==> src/rtl/alsu_cmd_issuer.sv <==
// Command issuer for an ALSU: legal commands are queued, issued one per cycle,
// and results come back tagged after the ALSU pipeline latency.
module alsu_cmd_issuer #(
  parameter int DEPTH   = 4,
  parameter int LATENCY = 2
) (
  input  logic                     clk,
  input  logic                     rst,
  input  logic                     cmd_valid,
  output logic                     cmd_ready,
  input  logic [15:0]              cmd_data,
  input  logic                     hold,
  output logic [15:0]              alsu_cmd,
  input  logic [5:0]               alsu_out,
  output logic                     res_valid,
  output logic [5:0]               res_data,
  output logic [1:0]               res_tag,
  output logic [7:0]               err_cnt,
  output logic [$clog2(DEPTH):0]   level
);

  localparam int AW = $clog2(DEPTH);
  localparam int LW = AW + 1;

  logic [15:0]     mem [DEPTH];
  logic [AW-1:0]   wr_ptr_reg;
  logic [AW-1:0]   rd_ptr_reg;
  logic [LW-1:0]   level_reg;
  logic [15:0]     alsu_cmd_reg;
  logic [1:0]      tag_cnt_reg;
  logic [7:0]      err_cnt_reg;
  logic [LATENCY:0] vld_pipe_reg;
  logic [1:0]      tag_pipe_reg [LATENCY+1];
  logic            res_valid_reg;
  logic [5:0]      res_data_reg;
  logic [1:0]      res_tag_reg;

  logic [2:0] opcode;
  logic       red_any;
  logic       bypass_any;
  logic       illegal;
  logic       accept;
  logic       push;
  logic       pop;

  assign opcode     = cmd_data[9:7];
  assign red_any    = cmd_data[3] | cmd_data[2];
  assign bypass_any = cmd_data[1] | cmd_data[0];
  // opcodes 6/7 are invalid; reductions only make sense for AND/XOR
  assign illegal    = !bypass_any &&
                      ((opcode[2] && opcode[1]) || (red_any && opcode[2:1] != 2'b00));

  assign cmd_ready = (level_reg != LW'(DEPTH));
  assign accept    = cmd_valid && cmd_ready;
  assign push      = accept && !illegal;
  // pop decision uses pre-edge occupancy, so a fresh push never issues the same edge
  assign pop       = (level_reg != '0) && !hold;

  always_ff @(posedge clk) begin
    if (push) begin
      mem[wr_ptr_reg] <= cmd_data;
    end
  end

  always_ff @(posedge clk) begin
    if (rst) begin
      wr_ptr_reg   <= '0;
      rd_ptr_reg   <= '0;
      level_reg    <= '0;
      alsu_cmd_reg <= '0;
      tag_cnt_reg  <= '0;
      err_cnt_reg  <= '0;
    end else begin
      if (push) begin
        wr_ptr_reg <= wr_ptr_reg + 1'b1;
      end
      if (pop) begin
        rd_ptr_reg   <= rd_ptr_reg + 1'b1;
        alsu_cmd_reg <= mem[rd_ptr_reg];
        tag_cnt_reg  <= tag_cnt_reg + 2'd1;
      end else begin
        alsu_cmd_reg <= 16'h0000;
      end
      level_reg <= level_reg + LW'(push) - LW'(pop);
      if (accept && illegal && err_cnt_reg != 8'hFF) begin
        err_cnt_reg <= err_cnt_reg + 8'd1;
      end
    end
  end

  // Stage k of the valid/tag line corresponds to k edges after issue.
  always_ff @(posedge clk) begin
    if (rst) begin
      vld_pipe_reg <= '0;
      for (int i = 0; i <= LATENCY; i++) begin
        tag_pipe_reg[i] <= '0;
      end
      res_valid_reg <= 1'b0;
      res_data_reg  <= '0;
      res_tag_reg   <= '0;
    end else begin
      vld_pipe_reg[0] <= pop;
      tag_pipe_reg[0] <= tag_cnt_reg;
      for (int i = 1; i <= LATENCY; i++) begin
        vld_pipe_reg[i] <= vld_pipe_reg[i-1];
        tag_pipe_reg[i] <= tag_pipe_reg[i-1];
      end
      res_valid_reg <= vld_pipe_reg[LATENCY];
      if (vld_pipe_reg[LATENCY]) begin
        res_data_reg <= alsu_out;
        res_tag_reg  <= tag_pipe_reg[LATENCY];
      end
    end
  end

  assign alsu_cmd  = alsu_cmd_reg;
  assign res_valid = res_valid_reg;
  assign res_data  = res_data_reg;
  assign res_tag   = res_tag_reg;
  assign err_cnt   = err_cnt_reg;
  assign level     = level_reg;

endmodule

==> config.mk <==
export PLATFORM = sky130hd
export DESIGN_NAME = alsu_cmd_issuer
export DESIGN_NICKNAME = d
export VERILOG_FILES = /design/src/rtl/alsu_cmd_issuer.sv
export SDC_FILE = /design/constraint.sdc
export NUM_CORES = 1
export LEC_CHECK = 0
export BUFFER_PORTS_ARGS = -buffer_cell sky130_fd_sc_hd__buf_4
export CORE_ASPECT_RATIO = 0.6
export CORE_MARGIN = 4
export CORE_UTILIZATION = 55
export CTS_BUF_LIST = sky130_fd_sc_hd__clkbuf_8 sky130_fd_sc_hd__clkbuf_16
export DETAILED_ROUTE_END_ITERATION = 10
export GPL_ROUTABILITY_DRIVEN = 0
export GPL_TIMING_DRIVEN = 0
export PLACE_DENSITY = 0.74
export SKIP_CTS_REPAIR_TIMING = 1
export SYNTH_ARGS = -nofsm -noshare
export SYNTH_HDL_FRONTEND = slang
export SYNTH_SLANG_ARGS = --single-unit
==> constraint.sdc <==
create_clock -name clk -period 3.05 [get_ports clk]
set_clock_uncertainty 0.1 [all_clocks]
set_input_delay 0.4575 -clock clk [delete_from_list [all_inputs] [get_ports clk]]
set_output_delay 0.4575 -clock clk [all_outputs]
set_load 0.01 [all_outputs]
==> results.py <==
metrics = {
    "hold_path": {
        "hp-class": "input pin to flip-flop",
    },
    "worst_setup_path": {
        "crit_arrival_ps": 2580,
        "end_kind": "flip-flop",
        "critPathLaunch": "level[1]$_SDFF_PP0_",
        "critPathCapture": "level[2]$_SDFF_PP0_",
        "rrSetupSlack_ps": 630,
        "startpoint_type": "flip-flop",
        "path_cells": "nor3_1, nor2_1, ha_1, inv_1, ha_1, fa_1, xnor2_1, xnor2_1, nor2_1",
        "critPathSlowestCell": "nor3_1",
        "r2r.worst_path.cells": 9,
        "r2r-end": "level[2]$_SDFF_PP0_",
        "critPathMaxFanout": 5,
        "slowest_delay_ps": 380,
        "cp.required_ps": 3220,
        "r2r_start": "level[1]$_SDFF_PP0_",
        "crit_type": "flip-flop to flip-flop",
    },
    "pwr": {
        "powerDensity_nw_per_um2": 818,
        "ir_drop_v": 0.000394,
        "p_leak_nw": 2.06,
        "finalPower_mw": 4.41,
    },
    "floorplan": {
        "io_pins": 63,
        "chipHeight_um": 75.8,
        "start_util_pct": 57.3,
        "core.rowCount": 24,
        "die_x_um": 121,
        "core_sq_um": 7360,
        "dieArea_sq_um": 9180,
    },
    "final_layout": {
        "area_delta_synth_final_pct": 27.8,
        "fin_area_sq_um": 5390,
        "regArea_sq_um": 2940,
        "layout_common_cells": "buf_4 (64), edfxtp_1 (64), dfxtp_1 (51)",
        "nets": 387,
        "fillers": 471,
        "insertedDiodeCount": 0,
        "multi_input_area_sq_um": 1190,
        "largest_reg_flops": 64,
        "drive_gt1_share_pct": 31.7,
    },
    "synth": {
        "ys_seq_area_share_pct": 69.8,
        "synth_xor_area_share_pct": 1.25,
        "yosys-mux-area-fraction_pct": 11.2,
        "ys_ff_latch": 115,
        "synth_top_area_cell": "edfxtp_1",
        "synth_area_sq_um": 4220,
        "synthSimpleGateAreaFrac_pct": 10.2,
        "synth_edf_count": 64,
        "netlist_top_cells_area": "edfxtp_1 (46%), dfxtp_1 (24%), mux4_2 (8.5%)",
        "ys_async_sr_fraction_pct": 0,
        "synthCells": 272,
        "synthAdderAreaFrac_pct": 2.55,
        "synth_top_cell_area_share_pct": 45.6,
        "yosysWarningCount": 0,
        "synth_cell_type_count": 35,
        "synth_top_family_by_area": "multiplexers",
        "synth-compound-area-share_pct": 2.88,
        "synth.avg_cell_area_sq_um": 15.5,
        "synth_nets": 306,
        "synth_flop_cell": "edfxtp_1",
    },
    "place": {
        "place_hpwl_um": 5360,
        "placed_cell_area_sq_um": 4810,
        "io_buffer_count": 62,
    },
    "clock_network": {
        "clk_latency_ps": 400,
        "clock_path_buffers": 2,
        "clock_sinks": 115,
        "cts_tree": "built",
        "cts_max_level": 4,
        "clk_pin_slew_ps": 50,
        "cts_made_buffers": 17,
        "cts_root_buffer": "clkbuf_16",
    },
    "grt": {
        "grt_pass1_wl_um": 12700,
        "grtUsageTotal_pct": 19.0,
        "grt_max_degree": 17,
        "antenna_found_initial": 0,
        "overflow": 0,
        "first_global_vias": 2447,
    },
    "sta": {
        "rsz0062_at_grt": "false",
        "fmax_mhz": 414,
        "final-setup-viol-count": 0,
        "drv_slew": 0,
        "post-route-min-period_ps": 2420,
        "worst_pin_slew_ps": 880,
        "fin_crit_sh_pct": 79.2,
        "hold_viol_final": 0,
        "max-slew-margin-rel_pct": 41.3,
        "tns_ps": 0,
    },
    "routing": {
        "totalWireLength_um": 8160,
        "postRouteAntennaNets": 0,
        "drt-pass1-iter-count": 4,
        "routed-via-count": 2468,
        "wl_per_cell_um": 17.4,
        "drc": 0,
        "viasPerCell": 5.25,
        "first_iter_violations": 146,
    },
    "status": {
        "outcome": "complete, no violations",
    },
    "flow_run": {
        "drv_cap": 0,
    },
}
layout make-up:
| class | instances | area share, % |
|---|---|---|
| buffer | 13 | 1.11 |
| clock buffer | 25 | 10.1 |
| clock inverter | 7 | 0.557 |
| inverter | 8 | 0.557 |
| multi-input combinational | 136 | 22.0 |
| sequential | 115 | 54.6 |
| tap | 104 | 2.41 |
| timing repair buffer | 62 | 8.63 |
metrics by stage:
step                util [%]  worst slack [ps]  instances  hold slack, ps
global route            73.3               494        470             142
CTS                     73.3               629        470             146
finish                  73.3               635        470             161
floorplan                  -               740        272             314
global placement        65.4               311        438             318
detailed placement      65.4               252        438             326
logic make-up after synthesis:
family / count (synthesis)
compound gates: 19
simple gates: 76
xor+xnor: 6
flops: 115
mux: 27
fa+ha+maj: 8
buf+inv: 21
synthesized netlist by cell type (all sizes together), types with 5 or more instances:
cell and instances:
a21oi 7, and2b 5, buf 5, clkbuf 8, dfxtp 51, edfxtp 64, ha 7, inv 8
mux2i 8, mux4 16, nor2 18, nor2b 25, xnor2 6
worst max-delay path: cells and delay by family, from the launching register on:
kind | cells | cell delay, ps
xor+xnor | 2 | 320
fa+ha+maj | 3 | 870
simple gates | 3 | 610
flops | 1 | 350
buf+inv | 1 | 40
how the worst min path moves through the flow:
stage,startpoint,endpoint,slack [ps],depth (start not counted)
global route,cmd_data[4],mem[0][4]$_DFFE_PP_,140,1
CTS,cmd_data[15],mem[3][15]$_DFFE_PP_,150,1
floorplan,tag_pipe_reg[0][0]$_SDFF_PP0_,tag_pipe_reg[1][0]$_SDFF_PP0_,310,1
detailed placement,tag_pipe_reg[1][0]$_SDFF_PP0_,tag_pipe_reg[2][0]$_SDFF_PP0_,330,1
finish,cmd_data[6],mem[3][6]$_DFFE_PP_,160,1
global placement,vld_pipe_reg[0]$_SDFF_PP0_,vld_pipe_reg[1]$_SDFF_PP0_,320,1
power breakdown:
part	total (mW)	internal (mW)	switching, mW
Combinational	0.713	0.378	0.336
Clock	1.84	1.22	0.617
Sequential	1.86	1.80	0.0626
layer usage:
metal	vias up	wire (um)	GRT usage [%]
li1	1166	-	-
met1	1245	3730	25.3
met2	47	4080	29.5
met3	10	296	7.94
met4	0	47	5.28
met5	-	0	0
Power figures use the tool's default switching activity.
